===== config.mk =====
export PLATFORM = sky130hd
export DESIGN_NAME = atm_controller_flat
export DESIGN_NICKNAME = d
export VERILOG_FILES = /design/src/rtl/atm_controller_if.sv /design/src/rtl/atm_controller.sv /design/src/flat_wrapper.sv
export SDC_FILE = /design/constraint.sdc
export NUM_CORES = 1
export LEC_CHECK = 0
export BUFFER_PORTS_ARGS = -buffer_cell sky130_fd_sc_hd__buf_4
export CAP_MARGIN = 20
export CORE_AREA = 2 2 213 215
export CTS_BUF_LIST = sky130_fd_sc_hd__clkbuf_8
export CTS_CLUSTER_DIAMETER = 50
export DETAILED_ROUTE_END_ITERATION = 10
export DIE_AREA = 0 0 215 217
export PLACE_DENSITY_LB_ADDON = 0.3
export SYNTH_ARGS = -nofsm -noshare
export SYNTH_HDL_FRONTEND = slang
export SYNTH_SLANG_ARGS = --single-unit

===== constraint.sdc =====
create_clock -name clk -period 6.2 [get_ports clk]
set_input_delay 1.24 -clock clk [delete_from_list [all_inputs] [get_ports clk]]
set_output_delay 1.24 -clock clk [all_outputs]
set_load 0.02 [all_outputs]

===== src/rtl/atm_controller_if.sv =====
// Keypad, admin and display bundle between the front panel and atm_controller.
// The master side drives strobes and data; the slave (the controller) returns status.
interface atm_controller_if #(
  parameter int ACC_W = 4,
  parameter int PIN_W = 14,
  parameter int BAL_W = 14
);
  logic             card_valid;
  logic [ACC_W-1:0] acc_num;
  logic             pin_valid;
  logic [PIN_W-1:0] pin;
  logic             op_valid;
  logic [2:0]       operation;
  logic [BAL_W-1:0] amount;
  logic [PIN_W-1:0] new_pin;
  logic             cfg_we;
  logic [ACC_W-1:0] cfg_acc;
  logic [PIN_W-1:0] cfg_pin;
  logic [BAL_W-1:0] cfg_bal;
  logic [BAL_W-1:0] balance;
  logic             success;
  logic             done;
  logic [2:0]       err_code;
  logic             locked;
  logic [2:0]       state;

  modport master (
    output card_valid, acc_num, pin_valid, pin, op_valid, operation, amount, new_pin,
           cfg_we, cfg_acc, cfg_pin, cfg_bal,
    input  balance, success, done, err_code, locked, state
  );

  modport slave (
    input  card_valid, acc_num, pin_valid, pin, op_valid, operation, amount, new_pin,
           cfg_we, cfg_acc, cfg_pin, cfg_bal,
    output balance, success, done, err_code, locked, state
  );
endinterface


===== src/rtl/atm_controller.sv =====
// Session-based multi-account ATM controller: card check, PIN retries with lockout,
// then repeated balance/withdraw/deposit/PIN-change transactions until exit or idle timeout.
module atm_controller #(
  parameter int NUM_ACCTS = 10,
  parameter int ACC_W     = 4,
  parameter int PIN_W     = 14,
  parameter int BAL_W     = 14,
  parameter int MAX_TRIES = 3,
  parameter int TIMEOUT   = 16
) (
  input logic            clk,
  input logic            rst,
  atm_controller_if.slave bus
);
  localparam int TRY_W  = $clog2(MAX_TRIES + 1);
  localparam int TO_W   = $clog2(TIMEOUT + 1);
  localparam int ACC_W1 = ACC_W + 1;
  localparam logic [ACC_W:0]     ACC_LIM  = ACC_W1'(NUM_ACCTS);
  localparam logic [TRY_W-1:0]   TRY_LAST = TRY_W'(MAX_TRIES - 1);
  localparam logic [TO_W-1:0]    TO_LAST  = TO_W'(TIMEOUT - 1);

  localparam logic [2:0] ERR_NONE = 3'd0, ERR_BAD_ACC = 3'd1, ERR_BAD_PIN = 3'd2,
                         ERR_LOCKED = 3'd3, ERR_NSF = 3'd4, ERR_OVF = 3'd5,
                         ERR_BAD_OP = 3'd6, ERR_TIMEOUT = 3'd7;
  localparam logic [2:0] OP_BAL = 3'd1, OP_WD = 3'd2, OP_DEP = 3'd3, OP_CHG = 3'd4, OP_EXIT = 3'd5;

  typedef enum logic [2:0] {IDLE = 3'd0, AUTH = 3'd1, MENU = 3'd2, EXEC = 3'd3} state_t;

  state_t             state_q, state_n;
  logic [ACC_W-1:0]   acc_q, acc_n;
  logic [2:0]         op_q, op_n;
  logic [BAL_W-1:0]   amt_q, amt_n;
  logic [PIN_W-1:0]   npin_q, npin_n;
  logic [TO_W-1:0]    to_q, to_n;
  logic [BAL_W-1:0]   balance_q, balance_n;
  logic               success_q, success_n;
  logic               done_q, done_n;
  logic [2:0]         err_q, err_n;
  logic               locked_q, locked_n;

  logic [PIN_W-1:0]   pin_mem [NUM_ACCTS];
  logic [BAL_W-1:0]   bal_mem [NUM_ACCTS];
  logic [TRY_W-1:0]   tries_q [NUM_ACCTS];
  logic [NUM_ACCTS-1:0] lock_q;

  logic               pin_we, bal_we, cfg_clr, tries_inc, tries_clr, lock_set;
  logic [ACC_W-1:0]   wr_idx;
  logic [PIN_W-1:0]   wr_pin;
  logic [BAL_W-1:0]   wr_bal;
  logic [BAL_W-1:0]   cur_bal;
  logic [BAL_W:0]     dep_sum;

  // Next-state, output and storage-update decode
  always_comb begin
    state_n   = state_q;
    acc_n     = acc_q;
    op_n      = op_q;
    amt_n     = amt_q;
    npin_n    = npin_q;
    to_n      = to_q;
    balance_n = balance_q;
    success_n = success_q;
    err_n     = err_q;
    locked_n  = locked_q;
    done_n    = 1'b0;
    pin_we    = 1'b0;
    bal_we    = 1'b0;
    cfg_clr   = 1'b0;
    tries_inc = 1'b0;
    tries_clr = 1'b0;
    lock_set  = 1'b0;
    wr_idx    = acc_q;
    wr_pin    = npin_q;
    cur_bal   = bal_mem[acc_q];
    wr_bal    = cur_bal;
    dep_sum   = {1'b0, cur_bal} + {1'b0, amt_q};

    case (state_q)
      IDLE: begin
        to_n = '0;
        if (bus.cfg_we) begin
          if ({1'b0, bus.cfg_acc} < ACC_LIM) begin
            pin_we  = 1'b1;
            bal_we  = 1'b1;
            cfg_clr = 1'b1;
            wr_idx  = bus.cfg_acc;
            wr_pin  = bus.cfg_pin;
            wr_bal  = bus.cfg_bal;
          end
        end else if (bus.card_valid) begin
          if ({1'b0, bus.acc_num} >= ACC_LIM) begin
            done_n = 1'b1; success_n = 1'b0; err_n = ERR_BAD_ACC; locked_n = 1'b0;
          end else if (lock_q[bus.acc_num]) begin
            done_n = 1'b1; success_n = 1'b0; err_n = ERR_LOCKED; locked_n = 1'b1;
          end else begin
            acc_n   = bus.acc_num;
            state_n = AUTH;
          end
        end
      end

      AUTH: begin
        if (bus.pin_valid) begin
          to_n = '0;
          if (bus.pin == pin_mem[acc_q]) begin
            tries_clr = 1'b1;
            balance_n = cur_bal;
            state_n   = MENU;
          end else begin
            tries_inc = 1'b1;
            done_n    = 1'b1;
            success_n = 1'b0;
            if (tries_q[acc_q] >= TRY_LAST) begin
              lock_set = 1'b1; err_n = ERR_LOCKED; locked_n = 1'b1; state_n = IDLE;
            end else begin
              err_n = ERR_BAD_PIN; locked_n = 1'b0;
            end
          end
        end else if (to_q == TO_LAST) begin
          done_n = 1'b1; success_n = 1'b0; err_n = ERR_TIMEOUT; locked_n = 1'b0;
          to_n = '0; state_n = IDLE;
        end else begin
          to_n = to_q + 1'b1;
        end
      end

      MENU: begin
        if (bus.op_valid) begin
          to_n = '0;
          case (bus.operation)
            OP_BAL, OP_WD, OP_DEP, OP_CHG: begin
              op_n    = bus.operation;
              amt_n   = bus.amount;
              npin_n  = bus.new_pin;
              state_n = EXEC;
            end
            OP_EXIT: begin
              done_n = 1'b1; success_n = 1'b1; err_n = ERR_NONE; locked_n = 1'b0;
              state_n = IDLE;
            end
            default: begin
              done_n = 1'b1; success_n = 1'b0; err_n = ERR_BAD_OP; locked_n = 1'b0;
            end
          endcase
        end else if (to_q == TO_LAST) begin
          done_n = 1'b1; success_n = 1'b0; err_n = ERR_TIMEOUT; locked_n = 1'b0;
          to_n = '0; state_n = IDLE;
        end else begin
          to_n = to_q + 1'b1;
        end
      end

      EXEC: begin
        state_n   = MENU;
        to_n      = '0;
        done_n    = 1'b1;
        success_n = 1'b1;
        err_n     = ERR_NONE;
        locked_n  = 1'b0;
        balance_n = cur_bal;
        case (op_q)
          OP_WD: begin
            if (amt_q > cur_bal) begin
              success_n = 1'b0; err_n = ERR_NSF;
            end else begin
              bal_we = 1'b1; wr_bal = cur_bal - amt_q; balance_n = cur_bal - amt_q;
            end
          end
          OP_DEP: begin
            // The carry out of the widened sum flags an unrepresentable balance
            if (dep_sum[BAL_W]) begin
              success_n = 1'b0; err_n = ERR_OVF;
            end else begin
              bal_we = 1'b1; wr_bal = dep_sum[BAL_W-1:0]; balance_n = dep_sum[BAL_W-1:0];
            end
          end
          OP_CHG: begin
            pin_we = 1'b1;
            wr_pin = npin_q;
          end
          default: ;
        endcase
      end

      default: state_n = IDLE;
    endcase
  end

  always_ff @(posedge clk or posedge rst) begin
    if (rst) begin
      state_q   <= IDLE;
      acc_q     <= '0;
      op_q      <= '0;
      amt_q     <= '0;
      npin_q    <= '0;
      to_q      <= '0;
      balance_q <= '0;
      success_q <= 1'b0;
      done_q    <= 1'b0;
      err_q     <= ERR_NONE;
      locked_q  <= 1'b0;
      lock_q    <= '0;
      for (int i = 0; i < NUM_ACCTS; i++) tries_q[i] <= '0;
    end else begin
      state_q   <= state_n;
      acc_q     <= acc_n;
      op_q      <= op_n;
      amt_q     <= amt_n;
      npin_q    <= npin_n;
      to_q      <= to_n;
      balance_q <= balance_n;
      success_q <= success_n;
      done_q    <= done_n;
      err_q     <= err_n;
      locked_q  <= locked_n;
      if (cfg_clr) begin
        tries_q[wr_idx] <= '0;
        lock_q[wr_idx]  <= 1'b0;
      end
      if (tries_clr) tries_q[acc_q] <= '0;
      if (tries_inc) tries_q[acc_q] <= tries_q[acc_q] + 1'b1;
      if (lock_set)  lock_q[acc_q]  <= 1'b1;
    end
  end

  // Account contents survive reset; a reset edge aborts any pending commit
  always_ff @(posedge clk) begin
    if (!rst) begin
      if (pin_we) pin_mem[wr_idx] <= wr_pin;
      if (bal_we) bal_mem[wr_idx] <= wr_bal;
    end
  end

  assign bus.balance  = balance_q;
  assign bus.success  = success_q;
  assign bus.done     = done_q;
  assign bus.err_code = err_q;
  assign bus.locked   = locked_q;
  assign bus.state    = state_q;
endmodule


===== src/flat_wrapper.sv =====
// flat-port wrapper written by rule: the top's interface ports become plain ports
module atm_controller_flat 
#(
  parameter int NUM_ACCTS = 10,
  parameter int ACC_W     = 4,
  parameter int PIN_W     = 14,
  parameter int BAL_W     = 14,
  parameter int MAX_TRIES = 3,
  parameter int TIMEOUT   = 16
)
  (clk, rst, bus_card_valid, bus_acc_num, bus_pin_valid, bus_pin, bus_op_valid, bus_operation, bus_amount, bus_new_pin, bus_cfg_we, bus_cfg_acc, bus_cfg_pin, bus_cfg_bal, bus_balance, bus_success, bus_done, bus_err_code, bus_locked, bus_state);
  atm_controller_if #(.ACC_W(ACC_W), .PIN_W(PIN_W), .BAL_W(BAL_W)) bus_i ();
  input logic clk;
  input logic rst;
  input wire logic [$bits(bus_i.card_valid)-1:0] bus_card_valid;
  input wire logic [$bits(bus_i.acc_num)-1:0] bus_acc_num;
  input wire logic [$bits(bus_i.pin_valid)-1:0] bus_pin_valid;
  input wire logic [$bits(bus_i.pin)-1:0] bus_pin;
  input wire logic [$bits(bus_i.op_valid)-1:0] bus_op_valid;
  input wire logic [$bits(bus_i.operation)-1:0] bus_operation;
  input wire logic [$bits(bus_i.amount)-1:0] bus_amount;
  input wire logic [$bits(bus_i.new_pin)-1:0] bus_new_pin;
  input wire logic [$bits(bus_i.cfg_we)-1:0] bus_cfg_we;
  input wire logic [$bits(bus_i.cfg_acc)-1:0] bus_cfg_acc;
  input wire logic [$bits(bus_i.cfg_pin)-1:0] bus_cfg_pin;
  input wire logic [$bits(bus_i.cfg_bal)-1:0] bus_cfg_bal;
  output wire logic [$bits(bus_i.balance)-1:0] bus_balance;
  output wire logic [$bits(bus_i.success)-1:0] bus_success;
  output wire logic [$bits(bus_i.done)-1:0] bus_done;
  output wire logic [$bits(bus_i.err_code)-1:0] bus_err_code;
  output wire logic [$bits(bus_i.locked)-1:0] bus_locked;
  output wire logic [$bits(bus_i.state)-1:0] bus_state;
  assign bus_i.card_valid = bus_card_valid;
  assign bus_i.acc_num = bus_acc_num;
  assign bus_i.pin_valid = bus_pin_valid;
  assign bus_i.pin = bus_pin;
  assign bus_i.op_valid = bus_op_valid;
  assign bus_i.operation = bus_operation;
  assign bus_i.amount = bus_amount;
  assign bus_i.new_pin = bus_new_pin;
  assign bus_i.cfg_we = bus_cfg_we;
  assign bus_i.cfg_acc = bus_cfg_acc;
  assign bus_i.cfg_pin = bus_cfg_pin;
  assign bus_i.cfg_bal = bus_cfg_bal;
  assign bus_balance = bus_i.balance;
  assign bus_success = bus_i.success;
  assign bus_done = bus_i.done;
  assign bus_err_code = bus_i.err_code;
  assign bus_locked = bus_i.locked;
  assign bus_state = bus_i.state;
  atm_controller #(.NUM_ACCTS(NUM_ACCTS), .ACC_W(ACC_W), .PIN_W(PIN_W), .BAL_W(BAL_W), .MAX_TRIES(MAX_TRIES), .TIMEOUT(TIMEOUT)) u_core (.clk(clk), .rst(rst), .bus(bus_i));
endmodule

==> results by group, run 1 <==
Yosys
  • YS warnings: 0
  • Top post-synthesis cells by area: edfxtp_1 (48%), dfrtp_1 (13%), mux4_2 (6.0%), nand2_1 (3.7%), mux2i_1 (3.7%)
  • Syn Inst Count: 1364
  • Cell taking the most area after synthesis: edfxtp_1
  • Mapped Area: 0.0176 mm^2
  • Count of different cell masters after synthesis: 72
  • Synth async-reset ratio: 0.249
  • Post-synth EDFFs: 280
  • Syn nets: 1483
  • Seq cells post-synth: 373
  • Area share of the largest cell type after synthesis: 0.478
  • Main synth FF type: edfxtp_1
  • Register area share after synthesis: 0.610
  • Mean Syn Cell Area: 12.9 um^2

Drt
  • DRT Pass-1 Iters: 5
  • Routed via count: 12033
  • Starting DRT DRC Count: 1055
  • Final ANT Viol Nets: 0
  • WL final: 46700 um
  • Drc violations: 0
  • Drt wl/cell: 21.6 um
  • Mean number of vias per cell: 5.56

GRT
  • Global-route wire length before repair: 71500 um
  • Total congestion overflow: 0
  • Number of global-route vias before repair: 12290
  • GRT Overall Usage: 0.200
  • Antenna violations before repair: 0
  • Largest net degree at the start of global routing: 60

Floorplan
  • Die width: 215 um
  • Starting Density: 0.393
  • Core footprint: 0.0447 mm^2
  • Die footprint: 0.0467 mm^2
  • Row cnt: 78
  • Die Span Y: 217 um
  • # IOs: 110

Final layout
  • Commonest non-fill, non-tap cells in the layout: edfxtp_1 (280), nand2_1 (175), buf_4 (163)
  • Commonest non-fill, non-tap cell in the layout: edfxtp_1
  • Post-route cell area: 0.0203 mm^2
  • Layout cell share with drive strength beyond 1: 0.210
  • Syn-to-layout area delta: 15.7%
  • Final net count: 1636

STA
  • RSZ-0062 raised after global routing: false
  • Clock Skews: 35.6 ps
  • Worst hold slack: 477 ps
  • Setup TNS: 0 ps
  • Relative slew slack: 0.320
  • Maximum clock rate: 0.181 GHz
  • Slew Viols, Final: 0
  • Hold Vio Cnt, Final: 0
  • Min Tclk post-route: 5510 ps
  • Crit share post-route: 0.889
  • Setup violations, final: 0
  • Worst-Margin Slew: 1020 ps

CTS
  • CTS root buffer: clkbuf_8
  • CTS tree: done
  • H-tree depth: 2
  • CTS Buffer Depth: 3
  • # hold bufs at CTS: 0
  • Setup bufs post-CTS: 0
  • Clock tree sinks: 373
  • Num CTS Buffers: 60
  • Reg clk slew, reported paths: 60 ps
  • Clk_lat worst skew: 660 ps
  • Post-cts repair resize count: 0

Flow run
  • Max_cap viols: 0

Setup path
  • Worst path cell trace: buf_4 -> buf_4 -> mux4_2 -> nor2b_1 -> a211oi_1 -> a21oi_1 -> ha_1 -> nor2b_1 -> o21ai_0 -> nand4b_1 -> o21ai_1 -> buf_4 -> a21oi_1 -> o21ai_0 -> a22oi_1 -> o22ai_1
  • Most used cell, CP: buf_4
  • Crit path DAT: 5840 ps
  • Critical Path Sink Type: flip-flop
  • Critical path class: flip-flop to flip-flop
  • Slowest cell on crit path: o22ai_1
  • CP startpoint kind: flip-flop
  • CP Data Required Time: 6520 ps
  • R2R Setup Slk: 690 ps
  • Max FO, Critical Path: 17
  • Delay of the slowest critical-path stage: 700 ps

Placed design
  • Hpwl dp: 31600 um
  • Placer congestion estimate: 0.886
  • Placement Cell Area: 0.0192 mm^2
  • Input/output buffers: 109

Pwr
  • Cell area power density: 361 mW/mm^2
  • Worst vdd ir: 0.000234 V
  • Leakage: 7.72 nW

Outcome
  • Status: completed

Hold path
  • Hold WC Path Type: flip-flop to flip-flop
-- registers in the layout, indices dropped and copies added (netlist names), 4 cells and up --
register	flops
u_core.amt_q	14
u_core.bus.balance	14
u_core.bal_mem	140
u_core.pin_mem	140
u_core.to_q	5
u_core.npin_q	14
u_core.lock_q	10
u_core.acc_q	4
u_core.tries_q	20
-- cells in the mapped netlist (30+ instances only) --
| master | count |
|---|---|
| edfxtp_1 | 280 |
| nand2_1 | 175 |
| dfrtp_1 | 93 |
| o21ai_0 | 76 |
| nor2_1 | 73 |
| mux2i_1 | 65 |
| a21oi_1 | 49 |
| mux4_2 | 47 |
| clkbuf_1 | 44 |
| inv_1 | 41 |
| nor2b_1 | 34 |
| ha_1 | 30 |
-- logic make-up (layout without fill, tap and decap cells) --
logic type                 Yosys count  count (layout)  synth area share
and+or+nand+nor                    399             399             0.106
DFF                                373             373             0.610
adders and majority gates           32              32            0.0236
muxes                              131             131             0.109
other                                1               2          0.000213
buffers and inverters              113             312            0.0293
xor gates and xnor gates            10              10           0.00498
AOI/OAI and AO/OA                  305             305             0.116
-- area by class of cell --
class,instances,area (um^2)
repair buffers,163,1220
flip-flops and latches,373,10700
diodes,1,2.50
clock inverters,43,214
multi-input cells,878,6360
inverters,41,156
well taps,600,751
fillers,4085,24400
clock buffers,65,895
-- power by group --
group / leakage, nW / total, W / internal, W / switching (W)
clock network: 0.659 / 0.00197 / 0.00100 / 0.000968
logic: 3.34 / 0.00228 / 0.000913 / 0.00137
registers: 3.72 / 0.00310 / 0.00295 / 0.000145
-- worst max-delay path, delay by kind of cell, from the launching register on --
kind / cells / cell delay, ps
compound gates: 8 / 2200
mux: 1 / 510
fa+ha+maj: 1 / 550
simple gates: 3 / 420
flops: 1 / 630
buf+inv: 3 / 830
-- final timing paths --
path                       cells after the start             start                    to
setup / recovery                              16   u_core.acc_q[0]  u_core.bal_mem[3][8]
hold / removal                                 2  u_core.npin_q[7]      u_core.npin_q[7]
setup reg to reg                              16   u_core.acc_q[0]  u_core.bal_mem[3][8]
hold reg to reg                                2  u_core.npin_q[7]      u_core.npin_q[7]
max in group asynchronous                      3               rst       u_core.amt_q[2]
min in group asynchronous                      2               rst       u_core.acc_q[0]
-- layer usage --
metal / track usage / routed length, um / up-vias
met3: 0.0446 / 3480 / 88
met2: 0.330 / 22000 / 480
li1: - / - / 5470
met1: 0.263 / 20000 / 5995
met5: 0 / 0 / -
met4: 0.0644 / 1180 / 0
-- through the flow --
| step | util | total power (W) | cells | setup WS, ps |
|---|---|---|---|---|
| 2_1_floorplan | - | 0.00475 | 1364 | 417 |
| 3_3_place_gp | 0.430 | 0.00539 | 2055 | 851 |
| 3_5_place_dp | 0.430 | 0.00541 | 2055 | 751 |
| 4_1_cts | 0.455 | 0.00739 | 2163 | 691 |
| 5_1_grt | 0.455 | 0.00775 | 2163 | 204 |
| 6_report | 0.455 | 0.00735 | 2164 | 687 |
(Power assumes the default switching activity.)
==> inputs of run 2 (changes only) <==
--- a/config.mk
+++ b/config.mk
@@ -13,6 +13,7 @@
 export DETAILED_ROUTE_END_ITERATION = 10
 export DIE_AREA = 0 0 215 217
 export PLACE_DENSITY_LB_ADDON = 0.3
+export REMOVE_ABC_BUFFERS = 1
 export SYNTH_ARGS = -nofsm -noshare
 export SYNTH_HDL_FRONTEND = slang
 export SYNTH_SLANG_ARGS = --single-unit
==> run 2 against run 1 <==
Effect of this change:
- worst setup slack lost 54 ps
- clock-buffer cell count grew 3
- critical path depth shrank 2
- hold slack gained 1.5 ps
- power grew 2.6%
- wire length grew 0.66%
- global-route usage is essentially flat
- sequential cell count is the same
- critical path type unchanged
==> results by group, run 2 (synthesis results as in run 1) <==
Hold path
  • Hold path depth: 2
  • Hold WC Path Type: flip-flop to flip-flop

Setup path
  • CP startpoint kind: flip-flop
  • Cell count along the critical path: 14
  • Max FO, Critical Path: 21
  • Critical path class: flip-flop to flip-flop
  • CP Data Required Time: 6650 ps
  • Critical path's top delay family: compound AO/OA/AOI/OAI gates
  • Delay of the slowest critical-path stage: 710 ps
  • Cells on worst reg2reg path: 14
  • Critical Path Sink Type: flip-flop
  • CP bufs+invs: 1
  • Slowest cell on crit path: dfrtp_4
  • Crit path DAT: 6010 ps
  • Worst path cell trace: buf_12 -> mux4_2 -> nor2b_1 -> a211oi_1 -> a21oi_1 -> ha_1 -> nor3_1 -> nand2_1 -> o31ai_1 -> o21ai_1 -> nor2_1 -> a2111oi_0 -> a311oi_1 -> a221o_1

GRT
  • Total congestion overflow: 0
  • GRT Overall Usage: 0.200
  • Antenna violations before repair: 0
  • Largest net degree at the start of global routing: 60
  • Number of global-route vias before repair: 12160
  • Global-route wire length before repair: 71600 um

Pwr
  • Leakage: 7.81 nW
  • Cell area power density: 368 mW/mm^2
  • Worst vdd ir: 0.000212 V

CTS
  • Reg clk slew, reported paths: 60 ps
  • H-tree depth: 2
  • Clk_lat worst skew: 680 ps
  • CTS Buffer Depth: 3
  • Num CTS Buffers: 60
  • CTS tree: done
  • Clock tree sinks: 373
  • Setup bufs post-CTS: 0
  • CTS root buffer: clkbuf_8
  • # hold bufs at CTS: 0
  • Post-cts repair resize count: 0

Floorplan
  • Core footprint: 0.0447 mm^2
  • Starting Density: 0.393
  • Die footprint: 0.0467 mm^2
  • Row cnt: 78
  • Die Span Y: 217 um
  • Die width: 215 um
  • # IOs: 110

STA
  • Slew Viols, Final: 0
  • Setup TNS: 0 ps
  • Clock Skews: 41.1 ps
  • Min Tclk post-route: 5570 ps
  • Setup violations, final: 0
  • Worst-Margin Slew: 1090 ps
  • Relative slew slack: 0.271
  • RSZ-0062 raised after global routing: false
  • Maximum clock rate: 0.180 GHz
  • Hold Vio Cnt, Final: 0
  • Crit share post-route: 0.898

Placed design
  • Placement Cell Area: 0.0193 mm^2
  • Cell total after placement: 2057
  • Placer congestion estimate: 0.871
  • Hpwl dp: 31000 um
  • Input/output buffers: 109

Final layout
  • Fin util: 0.458
  • Syn-to-layout area delta: 16.4%
  • Non-Filler Instances: 2171
  • Largest registers: u_core.bal_mem (140), u_core.pin_mem (140), u_core.tries_q (20)
  • Post-route cell area: 0.0205 mm^2
  • Fill cell count: 4122
  • Antenna diodes: 0
  • Commonest non-fill, non-tap cells in the layout: edfxtp_1 (280), nand2_1 (175), buf_4 (164)
  • Commonest non-fill, non-tap cell in the layout: edfxtp_1
  • Final net count: 1638
  • Layout cell share with drive strength beyond 1: 0.218

Outcome
  • Status: completed

Drt
  • DRT Pass-1 Iters: 5
  • Drc violations: 0
  • Routed via count: 11943
  • Drt wl/cell: 21.6 um
  • Mean number of vias per cell: 5.50
  • Final ANT Viol Nets: 0
  • Starting DRT DRC Count: 878
  • WL final: 47000 um

Flow run
  • Max_cap viols: 0
## run 2: final timing paths
check | from | to | slack, ps
max in group asynchronous | rst | u_core.acc_q[0] | 4290
worst max-delay path | u_core.acc_q[0] | u_core.bal_mem[2][13] | 630
worst min-delay path | u_core.npin_q[1] | u_core.npin_q[1] | 480
min in group asynchronous | rst | u_core.amt_q[6] | 640
worst max register to register | u_core.acc_q[0] | u_core.bal_mem[2][13] | 630
worst min register to register | u_core.npin_q[1] | u_core.npin_q[1] | 480
## run 2: cell type report
cell class	instances	area (um^2)	share of cell area
inverters	41	156	0.00764
clock buffers	68	936	0.0457
repair buffers	165	1250	0.0611
flip-flops and latches	373	10700	0.525
multi-input cells	878	6360	0.311
clock inverters	46	274	0.0134
well taps	600	751	0.0367
## run 2: through the flow
stage,total power [W],hold WS (ps),worst slack (ps)
6_report,0.00754,479,633
3_5_place_dp,0.00546,469,721
4_1_cts,0.00758,485,690
3_3_place_gp,0.00544,458,798
5_1_grt,0.00794,502,163
2_1_floorplan,0.00473,444,-1690
## run 2: metal layers
layer / vias up / part of all wire / track usage
met5: - / 0 / 0
met4: 0 / 0.030 / 0.0706
met3: 95 / 0.064 / 0.0421
met2: 428 / 0.49 / 0.338
met1: 5931 / 0.42 / 0.256
li1: 5489 / - / -
## run 2: worst min-delay path: stages (launching register included)
cell and delay, ps:
dfrtp_1 340, nand2_1 50, nand2_1 60
## run 2: power breakdown
part           internal, W  total, W  switching [W]
logic             0.000945   0.00233        0.00139
registers          0.00295   0.00310       0.000145
clock network      0.00110   0.00212        0.00102
==> inputs of run 3 (changes only) <==
--- a/config.mk
+++ b/config.mk
@@ -7,11 +7,11 @@
 export LEC_CHECK = 0
 export BUFFER_PORTS_ARGS = -buffer_cell sky130_fd_sc_hd__buf_4
 export CAP_MARGIN = 20
-export CORE_AREA = 2 2 213 215
+export CORE_AREA = 2 2 187 189
 export CTS_BUF_LIST = sky130_fd_sc_hd__clkbuf_8
 export CTS_CLUSTER_DIAMETER = 50
 export DETAILED_ROUTE_END_ITERATION = 10
-export DIE_AREA = 0 0 215 217
+export DIE_AREA = 0 0 189 191
 export PLACE_DENSITY_LB_ADDON = 0.3
 export REMOVE_ABC_BUFFERS = 1
 export SYNTH_ARGS = -nofsm -noshare
==> run 3 against run 2 <==
Effect of this change:
- global-route usage rose by 4.9 points
- sequential cell count did not move
- via count fell by 0.64%
- critical path depth rose by 4
- fmax barely moved
==> results by group, run 3 (synthesis results as in run 1) <==
Outcome
  • Status: completed

STA
  • Crit share post-route: 0.899
  • Hold Vio Cnt, Final: 0
  • Relative slew slack: 0.456
  • Slew Viols, Final: 0
  • Maximum clock rate: 0.180 GHz
  • Worst Setup Slack, final: 629 ps
  • Min Tclk post-route: 5570 ps
  • Worst-Margin Slew: 811 ps
  • Clock Skews: 32.1 ps
  • RSZ-0062 raised after global routing: false
  • Setup violations, final: 0
  • Worst hold slack: 480 ps

CTS
  • CTS Buffer Depth: 3
  • CTS root buffer: clkbuf_8
  • Clk_lat worst skew: 670 ps
  • Num CTS Buffers: 61
  • Setup bufs post-CTS: 0
  • CTS tree: done
  • # hold bufs at CTS: 0
  • Post-cts repair resize count: 0
  • Clock tree sinks: 373
  • H-tree depth: 2
  • Reg clk slew, reported paths: 60 ps

Final layout
  • Antenna diodes: 0
  • Final net count: 1634
  • Fill cell count: 2704
  • Commonest non-fill, non-tap cells in the layout: edfxtp_1 (280), nand2_1 (175), buf_4 (159)
  • Layout cell share with drive strength beyond 1: 0.213
  • Commonest non-fill, non-tap cell in the layout: edfxtp_1
  • Largest registers: u_core.bal_mem (140), u_core.pin_mem (140), u_core.tries_q (20)
  • Syn-to-layout area delta: 14.9%

Setup path
  • Critical path class: flip-flop to flip-flop
  • Max FO, Critical Path: 22
  • Crit path DAT: 5910 ps
  • CP bufs+invs: 4
  • Slowest cell on crit path: dfrtp_4
  • Worst R2R Start: u_core.acc_q[0]
  • CP startpoint kind: flip-flop
  • Critical Path Sink Type: flip-flop
  • CP Data Required Time: 6540 ps
  • Worst setup path start: u_core.acc_q[0]
  • Most used cell, CP: buf_4
  • Critical path's top delay family: compound AO/OA/AOI/OAI gates
  • Worst path cell trace: buf_4 -> mux4_2 -> nor2b_1 -> a211oi_1 -> a21oi_1 -> ha_1 -> nor2b_1 -> o21ai_0 -> o211ai_1 -> a31oi_1 -> a31oi_1 -> buf_4 -> o21ai_0 -> buf_4 -> nand2_1 -> nand2_1 -> nor2_1 -> buf_4
  • Delay of the slowest critical-path stage: 700 ps

Pwr
  • P_sw: 0.00251 W
  • Cell area power density: 368 mW/mm^2
  • Worst vdd ir: 0.000191 V
  • Sw Ratio: 0.337
  • Leakage: 7.73 nW
  • Clk pwr share: 0.279
  • Sequential share of power: 0.416
  • Gate power share: 0.305
  • Int Pwr: 0.00493 W

Floorplan
  • Starting Density: 0.515
  • Core footprint: 0.0341 mm^2
  • Die Span Y: 191 um
  • Die width: 189 um
  • Row cnt: 68
  • # IOs: 110
  • Die footprint: 0.0361 mm^2

Placed design
  • Hpwl dp: 29500 um
  • Input/output buffers: 109
  • Placer congestion estimate: 0.890
  • Place WS: 705 ps

GRT
  • Total congestion overflow: 0
  • Global-route wire length before repair: 68000 um
  • Number of global-route vias before repair: 11804
  • Largest net degree at the start of global routing: 50
  • Antenna violations before repair: 0
  • GRT Overall Usage: 0.249

Drt
  • Drt wl/cell: 21.9 um
  • DRT Pass-1 Iters: 5
  • Final ANT Viol Nets: 0
  • Routed via count: 11866
  • Drc violations: 0
  • Starting DRT DRC Count: 944
  • WL final: 44200 um
  • Mean number of vias per cell: 5.87

Flow run
  • Max_cap viols: 0

Hold path
  • Hold WC Path Type: flip-flop to flip-flop
  • Hold path startpoint: u_core.npin_q[6]
run 3: cell types whose count changed in the layout (fill, tap and decap cells not counted), moves of 3 or more:
cell and change:
clkinv_1 +8, buf_4 -5, clkinv_2 -3, inv_1 -5
clkbuf_8 -6, clkinvlp_4 +4
run 3: path summary, 6_finish.rpt:
kind / to / slack, ps / cells past startpoint
worst max-delay path: u_core.bal_mem[7][4] / 630 / 18
worst min-delay path: u_core.npin_q[6] / 480 / 2
worst max register to register: u_core.bal_mem[7][4] / 630 / 18
worst min register to register: u_core.npin_q[6] / 480 / 2
max in group asynchronous: u_core.acc_q[0] / 4290 / 3
min in group asynchronous: u_core.amt_q[4] / 680 / 2
run 3: final cells by class:
class                      count  area, um^2  share of cell area
multi-input combinational    878        6360               0.314
clock inverter                52         333              0.0165
tap                          455         569              0.0282
clock buffer                  62         853              0.0422
timing repair buffer         160        1200              0.0594
sequential                   373       10700               0.532
inverter                      41         156             0.00774
run 3: per-layer routing:
layer / vias to the layer above / global-route usage / part of all wire
met5: - / 0 / 0
met4: 0 / 0.0865 / 0.028
met3: 78 / 0.0509 / 0.082
met2: 496 / 0.411 / 0.49
met1: 5820 / 0.329 / 0.40
li1: 5472 / - / -
run 3: stage by stage:
stage                     power, W  instances  cell area, um^2   util  setup TNS, ps
after floorplan            0.00473       1292            17200      -        -380440
after global placement     0.00535       1906            19000  0.557              0
after detailed placement   0.00539       1906            19000  0.557              0
after CTS                  0.00747       2020            20200  0.592              0
after global routing       0.00785       2021            20200  0.592              0
final                      0.00744       2021            20200  0.592              0
run 3: power by group through the flow:
stage,Combinational [W],Clock (W),Sequential [W]
final,0.00227,0.00207,0.00310
after global routing,0.00249,0.00224,0.00311
after CTS,0.00225,0.00212,0.00310
after detailed placement,0.00224,0,0.00315
after global placement,0.00221,0,0.00314
after floorplan,0.00153,0,0.00320
run 3: worst reg2reg max path, stage by stage (launching register included):
cell and delay [ps]:
dfrtp_4 700, buf_4 300, mux4_2 510, nor2b_1 140
a211oi_1 270, a21oi_1 160, ha_1 480, nor2b_1 160
o21ai_0 130, o211ai_1 440, a31oi_1 280, a31oi_1 280
buf_4 250, o21ai_0 110, buf_4 190, nand2_1 70
nand2_1 260, nor2_1 260, buf_4 280
